## src/rtl/motor_cmd_scheduler_if.sv

```systemverilog
// Command handshake between the navigation logic (master) and the motor
// command scheduler (slave): two 5-bit target codes under valid/ready.
interface motor_cmd_scheduler_if;
    logic       CMD_VALID;
    logic       CMD_READY;
    logic [4:0] CMD_MC1;
    logic [4:0] CMD_MC2;

    modport master (
        output CMD_VALID,
        output CMD_MC1,
        output CMD_MC2,
        input  CMD_READY
    );

    modport slave (
        input  CMD_VALID,
        input  CMD_MC1,
        input  CMD_MC2,
        output CMD_READY
    );
endinterface

```

## src/rtl/motor_cmd_scheduler.sv

```systemverilog
// Motor command scheduler: accepts MC1/MC2 speed-code commands, applies them
// on frame boundaries, slew-limits both channels once per frame, and forces
// neutral on emergency stop or when commands stop arriving.
module motor_cmd_scheduler #(
    parameter int unsigned FRAME_CYCLES   = 1100000,
    parameter logic [4:0]  NEUTRAL        = 5'd16,
    parameter int unsigned STEP           = 2,
    parameter logic [4:0]  MAX_CODE       = 5'd23,
    parameter int unsigned TIMEOUT_FRAMES = 10
) (
    input  logic                        CLK,
    input  logic                        RST_N,
    motor_cmd_scheduler_if.slave        cmd,
    input  logic                        ESTOP,
    output logic [4:0]                  MC1,
    output logic [4:0]                  MC2,
    output logic                        FRAME_TICK,
    output logic [1:0]                  STATE,
    output logic                        FAULT
);

    typedef enum logic [1:0] {
        ST_IDLE     = 2'd0,
        ST_RUN      = 2'd1,
        ST_FAILSAFE = 2'd2,
        ST_STOP     = 2'd3
    } state_t;

    localparam int                  CNT_W    = $clog2(FRAME_CYCLES);
    localparam logic [CNT_W-1:0]    CNT_LAST = CNT_W'(FRAME_CYCLES - 1);
    localparam int                  WD_W     = $clog2(TIMEOUT_FRAMES + 1);
    localparam logic [WD_W-1:0]     WD_MAX   = WD_W'(TIMEOUT_FRAMES);
    localparam logic signed [5:0]   STEP_S   = 6'(STEP);
    localparam logic [4:0]          STEP_5   = 5'(STEP);

    state_t           state_q, state_d;
    logic [CNT_W-1:0] cnt_q, cnt_d;
    logic             tick_q, tick_d;
    logic [4:0]       mc1_q, mc1_d, mc2_q, mc2_d;
    logic [4:0]       tgt1_q, tgt1_d, tgt2_q, tgt2_d;
    logic [4:0]       pend1_q, pend1_d, pend2_q, pend2_d;
    logic             pend_valid_q, pend_valid_d;
    logic [WD_W-1:0]  wd_q, wd_d;

    logic             cmd_ready;
    logic             xfer;
    logic             apply;
    logic             timeout;
    logic [WD_W-1:0]  wd_inc;

    // Commands above the legal range are pinned to the highest legal code.
    function automatic logic [4:0] clamp_code(input logic [4:0] code);
        clamp_code = (code > MAX_CODE) ? MAX_CODE : code;
    endfunction

    // One slew step: jump to the target when within STEP, else move by STEP.
    // Both operands are legal codes, so the result stays within 0..MAX_CODE.
    function automatic logic [4:0] ramp_code(input logic [4:0] cur, input logic [4:0] tgt);
        logic signed [5:0] diff;
        diff = $signed({1'b0, tgt}) - $signed({1'b0, cur});
        if (diff > STEP_S)
            ramp_code = cur + STEP_5;
        else if (diff < -STEP_S)
            ramp_code = cur - STEP_5;
        else
            ramp_code = tgt;
    endfunction

    assign cmd_ready     = !pend_valid_q && (state_q != ST_STOP) && !ESTOP;
    assign cmd.CMD_READY = cmd_ready;
    assign xfer          = cmd.CMD_VALID && cmd_ready;
    // Ready is low whenever a command is pending, so apply never meets a transfer.
    assign apply         = tick_q && pend_valid_q;
    assign wd_inc        = (wd_q == WD_MAX) ? wd_q : wd_q + 1'b1;
    // A transfer on the tick cycle clears the watchdog, so it cannot time out.
    assign timeout       = tick_q && (state_q == ST_RUN) && !apply && !xfer && (wd_inc == WD_MAX);

    // Free-running frame counter; the tick flop is high while the count is at its last value.
    always_comb begin
        // NOTE: every combinational output gets a default first so no path can infer a latch.
        cnt_d  = (cnt_q == CNT_LAST) ? '0 : cnt_q + 1'b1;
        tick_d = (cnt_d == CNT_LAST);
    end

    // Mode next-state: ESTOP overrides everything; otherwise transitions happen on frame ticks.
    always_comb begin
        state_d = state_q;
        if (ESTOP) begin
            state_d = ST_STOP;
        end else begin
            case (state_q)
                ST_IDLE:     if (apply)   state_d = ST_RUN;
                ST_RUN:      if (timeout) state_d = ST_FAILSAFE;
                ST_FAILSAFE: if (apply)   state_d = ST_RUN;
                ST_STOP:     if (tick_q)  state_d = ST_IDLE;
                default:                  state_d = ST_IDLE;
            endcase
        end
    end

    // Datapath: command capture, per-frame ramp, target apply, neutral forcing and watchdog.
    always_comb begin
        mc1_d        = mc1_q;
        mc2_d        = mc2_q;
        tgt1_d       = tgt1_q;
        tgt2_d       = tgt2_q;
        pend1_d      = pend1_q;
        pend2_d      = pend2_q;
        pend_valid_d = pend_valid_q;
        wd_d         = wd_q;

        if (ESTOP) begin
            mc1_d        = NEUTRAL;
            mc2_d        = NEUTRAL;
            tgt1_d       = NEUTRAL;
            tgt2_d       = NEUTRAL;
            pend_valid_d = 1'b0;
            wd_d         = '0;
        end else begin
            if (xfer) begin
                pend1_d      = clamp_code(cmd.CMD_MC1);
                pend2_d      = clamp_code(cmd.CMD_MC2);
                pend_valid_d = 1'b1;
            end
            // Ramp uses the targets in force before this tick's apply.
            if (tick_q && (state_q != ST_STOP)) begin
                mc1_d = ramp_code(mc1_q, tgt1_q);
                mc2_d = ramp_code(mc2_q, tgt2_q);
            end
            if (apply) begin
                tgt1_d       = pend1_q;
                tgt2_d       = pend2_q;
                pend_valid_d = 1'b0;
            end
            if (timeout) begin
                tgt1_d = NEUTRAL;
                tgt2_d = NEUTRAL;
            end
            if (xfer)
                wd_d = '0;
            else if (tick_q)
                wd_d = wd_inc;
        end
    end

    // State register: synchronous active-low reset, otherwise load next state.
    always_ff @(posedge CLK) begin
        // NOTE: sequential state uses non-blocking assignments so all flops update together.
        if (!RST_N) begin
            state_q      <= ST_IDLE;
            cnt_q        <= '0;
            tick_q       <= 1'b0;
            mc1_q        <= NEUTRAL;
            mc2_q        <= NEUTRAL;
            tgt1_q       <= NEUTRAL;
            tgt2_q       <= NEUTRAL;
            pend1_q      <= NEUTRAL;
            pend2_q      <= NEUTRAL;
            pend_valid_q <= 1'b0;
            wd_q         <= '0;
        end else begin
            state_q      <= state_d;
            cnt_q        <= cnt_d;
            tick_q       <= tick_d;
            mc1_q        <= mc1_d;
            mc2_q        <= mc2_d;
            tgt1_q       <= tgt1_d;
            tgt2_q       <= tgt2_d;
            pend1_q      <= pend1_d;
            pend2_q      <= pend2_d;
            pend_valid_q <= pend_valid_d;
            wd_q         <= wd_d;
        end
    end

    assign MC1        = mc1_q;
    assign MC2        = mc2_q;
    assign FRAME_TICK = tick_q;
    assign STATE      = state_q;
    assign FAULT      = (state_q == ST_FAILSAFE) || (state_q == ST_STOP);

endmodule

```

## src/flat_wrapper.sv

```systemverilog
// flat-port wrapper written by rule: the top's interface ports become plain ports
module motor_cmd_scheduler_flat 
#(
    parameter int unsigned FRAME_CYCLES   = 1100000,
    parameter logic [4:0]  NEUTRAL        = 5'd16,
    parameter int unsigned STEP           = 2,
    parameter logic [4:0]  MAX_CODE       = 5'd23,
    parameter int unsigned TIMEOUT_FRAMES = 10
)
  (CLK, RST_N, ESTOP, MC1, MC2, FRAME_TICK, STATE, FAULT, cmd_CMD_VALID, cmd_CMD_MC1, cmd_CMD_MC2, cmd_CMD_READY);
  motor_cmd_scheduler_if cmd_i ();
  input  logic CLK;
  input  logic RST_N;
  input  logic ESTOP;
  output logic [4:0] MC1;
  output logic [4:0] MC2;
  output logic FRAME_TICK;
  output logic [1:0] STATE;
  output logic FAULT;
  input wire logic [$bits(cmd_i.CMD_VALID)-1:0] cmd_CMD_VALID;
  input wire logic [$bits(cmd_i.CMD_MC1)-1:0] cmd_CMD_MC1;
  input wire logic [$bits(cmd_i.CMD_MC2)-1:0] cmd_CMD_MC2;
  output wire logic [$bits(cmd_i.CMD_READY)-1:0] cmd_CMD_READY;
  assign cmd_i.CMD_VALID = cmd_CMD_VALID;
  assign cmd_i.CMD_MC1 = cmd_CMD_MC1;
  assign cmd_i.CMD_MC2 = cmd_CMD_MC2;
  assign cmd_CMD_READY = cmd_i.CMD_READY;
  motor_cmd_scheduler #(.FRAME_CYCLES(FRAME_CYCLES), .NEUTRAL(NEUTRAL), .STEP(STEP), .MAX_CODE(MAX_CODE), .TIMEOUT_FRAMES(TIMEOUT_FRAMES)) u_core (.CLK(CLK), .RST_N(RST_N), .cmd(cmd_i), .ESTOP(ESTOP), .MC1(MC1), .MC2(MC2), .FRAME_TICK(FRAME_TICK), .STATE(STATE), .FAULT(FAULT));
endmodule
```

## config.mk

```make
export PLATFORM = sky130hd
export DESIGN_NAME = motor_cmd_scheduler_flat
export DESIGN_NICKNAME = d
export VERILOG_FILES = /design/src/rtl/motor_cmd_scheduler_if.sv /design/src/rtl/motor_cmd_scheduler.sv /design/src/flat_wrapper.sv
export SDC_FILE = /design/constraint.sdc
export NUM_CORES = 1
export LEC_CHECK = 0
export BUFFER_PORTS_ARGS = -buffer_cell sky130_fd_sc_hd__buf_2
export CAP_MARGIN = 0
export CORE_ASPECT_RATIO = 1.4
export CORE_MARGIN = 4
export CORE_UTILIZATION = 64
export CTS_CLUSTER_SIZE = 14
export DETAILED_ROUTE_END_ITERATION = 6
export GPL_ROUTABILITY_DRIVEN = 0
export PLACE_DENSITY = 0.95
export SYNTH_ARGS = -nofsm -noshare
export SYNTH_HDL_FRONTEND = slang
export SYNTH_SLANG_ARGS = --single-unit
```

## constraint.sdc

```tcl
create_clock -name CLK -period 6.9 [get_ports CLK]
set_clock_uncertainty 0.1 [all_clocks]
set_input_delay 0.69 -clock CLK [delete_from_list [all_inputs] [get_ports CLK]]
set_output_delay 0.69 -clock CLK [all_outputs]
set_load 0.05 [all_outputs]
```

==> impl_metrics.ini, run 1 <==
[global_routing]
grt_pass1_vias = 3224
grt_pass1_wl_um = 14350
antenna_found_initial = 0
grt_start_max_net_pins = 20
gr-total-overflow = 0
track_usage_pct = 26.83

[sta]
drv_slew = 0
fmaxAchievable_mhz = 348.3
finalSetupViolations = 0
rsz0062_at_grt = no
fin_setup_tns_ns = 0
fin_crit_sh_pct = 41.61
slew_headroom_pct = 39.20
worst_pin_slew_ns = 0.9120
period_minus_slack_ns = 2.871
hold_viol = 0

[synthesis]
synth_cell_type_count = 63
ys.flop_type = dfxtp_1
synth.yosys.seq_area_share_pct = 34.04
synth.most_common_cell = nand2_1
synthTopCellsByArea = dfxtp_1 (34%), nand2_1 (6.9%), ha_1 (6.1%)
async_flop_share_pct = 0
synthesis.nets = 463
synthTopCellsByCount = nand2_1 (64), dfxtp_1 (59), nor2_1 (41), a21oi_1 (34), inv_1 (20)
yosys_warnings = 0
yosysTopAreaCellShare_pct = 34.04
syn_avg_cell_area_um2 = 8.069
syn_area_um2 = 3470
synth_edf_count = 0
synth-seq-cells = 59
syn_inst = 430
synth_top_cell_by_area = dfxtp_1

[layout]
fillers = 366
stdcell_area_um2 = 3856
drive_gt1_share_pct = 11.79
n_antenna_cell = 0
synthToLayoutAreaGrowth_pct = 11.14
fin_nets = 486

[critical_path]
worstSetupPathType = reg2reg
r2r_slack_ns = 4.03
crit_end = u_core.MC2[0]$_SDFFE_PP0P_
arrival_ns = 3.01
path_buf_inv = 1
cpMaxStageDelayCell = fa_1
cp_slowest_stage_delay_ns = 0.49
cp_top_family = compound AO/OA/AOI/OAI gates
crit_start = u_core.MC2[1]$_SDFFE_PP0P_
worstSetupStartpointType = flip-flop
critical_path.max_fanout = 7
ff2ff_path_depth = 9
endpoint_kind = flip-flop
r2r-end = u_core.MC2[0]$_SDFFE_PP0P_
crit_path_cell_trace = inv_1, fa_1, a211o_1, a21o_1, a221oi_2, nand2_1, o21ai_1, a21oi_1, a41o_1
cp.depth = 9
reg2reg_from = u_core.MC2[1]$_SDFFE_PP0P_
required_ns = 7.04

[hold_path]
hold_class = reg2reg

[place]
place_area_um2 = 3628
port_buffers = 28
hpwlAfterDp_um = 5989

[run_status]
status = finished, final reports clean

[clocking]
cts_setup_buffers = 0
cts_tree = yes
clock_sinks = 59
insertion_delay_ns = 0.35
holdBufCountCts = 0
cts_buffer_depth = 2
numCtsBuffers = 9
clk_pin_slew_ns = 0.07
clockRootBuffer = clkbuf_8
h-tree-depth = 3
ctsResizeCount = 0

[floorplan]
core_area_um2 = 5197
die_h_um = 95.12
start_util_pct = 66.75
top_level_ports = 29
fp-row-count = 31
die_area_um2 = 6680
die_x_um = 70.23

[power_and_ir_drop]
ir_drop_v = 0.0001661
p_leak_nw = 1.556
powerDensity_nw_per_um2 = 193.9

[route]
drcViolationCount = 0
num_vias = 3268
avgRoutedWirePerCell_um = 16.17
wl_um = 8474
drt_iter0_drc = 260
routed_via_density = 6.237
drtAntennaViolNets = 0
firstDrtPassIters = 5

[flow_run]
cap_violations = 0
## cell families (layout without fill, tap and decap cells)
group	Yosys count	after routing	share of synthesized area, %
AND/OR/NAND/NOR	181	181	25.68
AO/OA/AOI/OAI	99	99	19.69
flip-flops	59	59	34.04
buffers and inverters	36	64	4.003
XOR/XNOR	32	32	8.078
adder cells (fa/ha/maj)	19	19	7.284
multiplexers	4	4	1.226
## cell usage in the layout (no fill, tap or decap), types with 14 or more instances in the layout
master and n:
a21oi_1 34, buf_2 28, dfxtp_1 59, ha_1 17, inv_1 20, nand2_1 64
nand3_1 15, nor2_1 41, o21ai_0 14, xor2_1 19
## layout make-up
type / instances / area, um2 / area share, %
flip-flops and latches: 59 / 1181 / 30.63
repair buffers: 28 / 140.1 / 3.634
clock inverters: 4 / 72.57 / 1.882
well taps: 66 / 82.58 / 2.141
clock buffers: 12 / 155.1 / 4.023
inverters: 20 / 75.07 / 1.947
multi-input cells: 335 / 2150 / 55.74
## per-stage QoR
stage | instances | hold slack [ns] | utilization (%) | power (mW) | setup WS [ns]
after global placement | 508 | 0.3317 | 69.81 | 0.3924 | 4.187
final | 524 | 0.3495 | 74.19 | 0.7478 | 4.029
after floorplan | 430 | 0.3205 | - | 0.3826 | 3.748
after global routing | 524 | 0.3649 | 74.19 | 0.7658 | 3.828
after CTS | 524 | 0.3514 | 74.19 | 0.7491 | 4.045
after detailed placement | 508 | 0.3472 | 69.81 | 0.3938 | 4.066
## sequential cells by signal, summed over array words and instances (netlist names)
signal,cells
u_core.wd_q,4
u_core.tgt2_q,5
u_core.pend_valid_q,1
u_core.MC1,5
u_core.cnt_q,21
u_core.pend2_q,5
u_core.MC2,5
u_core.FRAME_TICK,1
u_core.STATE,2
u_core.pend1_q,5
u_core.tgt1_q,5
## metal layers
layer	GRT usage (%)	vias up	part of all wire, %
met1	26.81	1516	36
li1	-	1570	-
met5	0	-	0
met2	50.86	146	54
met4	15.02	0	4.1
met3	5.802	36	5.9
## worst min-delay path by stage
stage,startpoint,end,cells past startpoint,slack [ns]
floorplan,u_core.cnt_q[0]$_SDFF_PN0_,u_core.cnt_q[0]$_SDFF_PN0_,1,0.32
global placement,u_core.cnt_q[0]$_SDFF_PN0_,u_core.cnt_q[0]$_SDFF_PN0_,1,0.33
detailed placement,u_core.tgt1_q[0]$_SDFFE_PP0P_,u_core.tgt1_q[0]$_SDFFE_PP0P_,2,0.35
CTS,u_core.pend2_q[2]$_SDFFE_PN0P_,u_core.tgt2_q[2]$_SDFFE_PP0P_,2,0.35
global route,u_core.pend1_q[0]$_SDFFE_PN0P_,u_core.tgt1_q[0]$_SDFFE_PP0P_,2,0.36
finish,u_core.pend2_q[2]$_SDFFE_PN0P_,u_core.tgt2_q[2]$_SDFFE_PP0P_,2,0.35
## worst min-delay path, stage by stage, from the launching register on
cell	delay, ns
dfxtp_1	0.31
nand2_1	0.05
a21oi_1	0.05
## power breakdown
group          leakage (nW)  switching [mW]  internal [mW]
logic                 0.965          0.0233         0.0113
clock network         0.113           0.139          0.222
registers             0.478         0.00534          0.347
Power figures use the tool's default switching activity.
==> inputs of run 2 (changes only) <==
CORE_UTILIZATION = 60   (was 64)
PLACE_DENSITY = 0.9   (was 0.95)
clock period = 2.9 ns   (was 6.9 ns; I/O delays follow)
==> run 2 against run 1 <==
Sequential cell count stayed put; hold slack worse by 0.22 ns; sequential power up 140%; via count decreased by 1.5%; power rose by 110%; combinational power increased by 150%; sequential share of layout area grew 0.095 points; clock power grew 84%; register-to-register slack worse by 3.8 ns; cell count increased by 1.1%; setup slack got worse by 3.8 ns; count of clock-buffer cells in the layout up 2; critical endpoint is now u_core.MC1[3]$_SDFFE_PP0P_.
==> impl_metrics.ini, run 2 (synthesized netlist as in run 1, its figures left out) <==
[clocking]
insertion_delay_ns = 0.34
cts_buffer_depth = 2
cts_tree = yes
clk_pin_slew_ns = 0.07
numCtsBuffers = 9
h-tree-depth = 3
clockRootBuffer = clkbuf_8
clock_sinks = 59

[critical_path]
worstSetupStartpointType = flip-flop
r2r_slack_ns = 0.19
ff2ff_path_depth = 10
required_ns = 3.06
arrival_ns = 2.87
critical_path.max_fanout = 3
crit_end = u_core.MC1[3]$_SDFFE_PP0P_
crit_start = u_core.MC1[0]$_SDFFE_PP0P_
r2r-end = u_core.MC1[3]$_SDFFE_PP0P_
worstSetupPathType = reg2reg
reg2reg_from = u_core.MC1[0]$_SDFFE_PP0P_
endpoint_kind = flip-flop

[floorplan]
start_util_pct = 62.34
fp-row-count = 32
die_x_um = 72.27
core_area_um2 = 5565
die_h_um = 97.98
die_area_um2 = 7081
top_level_ports = 29

[layout]
stdcell_area_um2 = 3852
synthToLayoutAreaGrowth_pct = 11.03
n_antenna_cell = 0
fillers = 430
fin_nets = 490
layout_commonest_cell = nand2_1
final_util_pct = 69.22
mostFrequentLayoutCells = nand2_1 (64), dfxtp_1 (57), nor2_1 (41)
largest_register_ffs = 21
drive_gt1_share_pct = 13.42
largest-register = u_core.cnt_q

[route]
drtAntennaViolNets = 0
drt_iter0_drc = 188
drcViolationCount = 0
wl_um = 8217
num_vias = 3220
firstDrtPassIters = 5
routed_via_density = 6.075
avgRoutedWirePerCell_um = 15.50

[place]
place_area_um2 = 3669
port_buffers = 28
hpwlAfterDp_um = 6102

[sta]
period_minus_slack_ns = 2.712
hold_viol = 0
worst_pin_slew_ns = 0.6597
fmaxAchievable_mhz = 368.8
finalSetupViolations = 0
rsz0062_at_grt = yes
fin_setup_tns_ns = 0
drv_slew = 0
fin_crit_sh_pct = 93.51
slew_headroom_pct = 55.93

[power_and_ir_drop]
powerDensity_nw_per_um2 = 412.5
ir_drop_v = 0.0003628
p_total_mw = 1.589
pwr-share-comb_pct = 5.4
p_sw_uw = 379.3
p_leak_nw = 1.558
clock_power_share_pct = 41.9
seqPwrFrac_pct = 52.8
swShare_pct = 23.87
p_int_mw = 1.210

[global_routing]
grt_pass1_wl_um = 14080
track_usage_pct = 24.51
antenna_found_initial = 0
gr-total-overflow = 0
grt_start_max_net_pins = 20
grt_pass1_vias = 3184

[hold_path]
hold_class = in2reg

[run_status]
status = finished, final reports clean

[flow_run]
cap_violations = 0
[run 2: changes by cell type in the layout (fill, tap and decap cells not counted), sizes merged]
| cell | change |
|---|---|
| buf | +4 |
| bufinv | -2 |
| clkbuf | +2 |
| clkinv | +1 |
| clkinvlp | -1 |
[run 2: cell type report]
| class | instances | area [um2] | area share [%] |
|---|---|---|---|
| Clock buffer | 14 | 162.7 | 4.222 |
| Clock inverter | 2 | 10.01 | 0.2598 |
| Inverter | 20 | 75.07 | 1.949 |
| Multi-Input combinational cell | 335 | 2166 | 56.22 |
| Sequential cell | 59 | 1184 | 30.72 |
| Tap cell | 68 | 85.08 | 2.209 |
| Timing Repair Buffer | 32 | 170.2 | 4.417 |
[run 2: power by group through the flow]
stage          registers, mW  logic [mW]  clock network, mW
2_1_floorplan          0.860      0.0511                  0
3_3_place_gp           0.855      0.0817                  0
3_5_place_dp           0.856      0.0848                  0
4_1_cts                0.838      0.0853              0.672
5_1_grt                0.840      0.0931              0.715
6_report               0.838      0.0854              0.665
[run 2: repair_timing]
item,in CTS,in global routing
endpoints found under the setup margin,0,4
hold buffers,0,0
setup buffers,0,0
gates resized for setup,0,3
[run 2: worst min path at each step]
stage / start / depth (start not counted) / to / slack [ns]
5_1_grt: cmd_CMD_MC1[4] / 3 / u_core.pend1_q[4]$_SDFFE_PN1P_ / 0.13
6_report: cmd_CMD_MC1[4] / 3 / u_core.pend1_q[4]$_SDFFE_PN1P_ / 0.13
3_5_place_dp: u_core.tgt1_q[0]$_SDFFE_PP0P_ / 2 / u_core.tgt1_q[0]$_SDFFE_PP0P_ / 0.35
4_1_cts: cmd_CMD_MC1[4] / 3 / u_core.pend1_q[4]$_SDFFE_PN1P_ / 0.12
2_1_floorplan: cmd_CMD_MC1[4] / 2 / u_core.pend1_q[4]$_SDFFE_PN1P_ / 0.31
3_3_place_gp: u_core.cnt_q[0]$_SDFF_PN0_ / 1 / u_core.cnt_q[0]$_SDFF_PN0_ / 0.33
[run 2: stage by stage]
| stage | hold WS (ns) | worst slack (ns) | std cells |
|---|---|---|---|
| final | 0.1261 | 0.1882 | 530 |
| after global routing | 0.1299 | -0.006593 | 530 |
| after CTS | 0.1154 | 0.1298 | 530 |
| after detailed placement | 0.3501 | 0.1300 | 514 |
| after global placement | 0.3321 | 0.1771 | 514 |
| after floorplan | 0.3142 | 0.07835 | 430 |
[run 2: worst max-delay path, stage by stage (launching register included)]
cell and delay (ns):
dfxtp_1 0.37, ha_1 0.19, inv_1 0.06, fa_1 0.41, xor2_1 0.36, nand2_1 0.12
a221o_1 0.31, o21bai_1 0.23, and2_1 0.20, a211oi_1 0.08, a211oi_1 0.20
[run 2: per-layer routing]
metal / global-route usage, % / share of wire, %
met2: 43.37 / 53
met5: 0 / 0
met1: 26.48 / 39
met3: 5.046 / 4.5
met4: 13.31 / 3.2
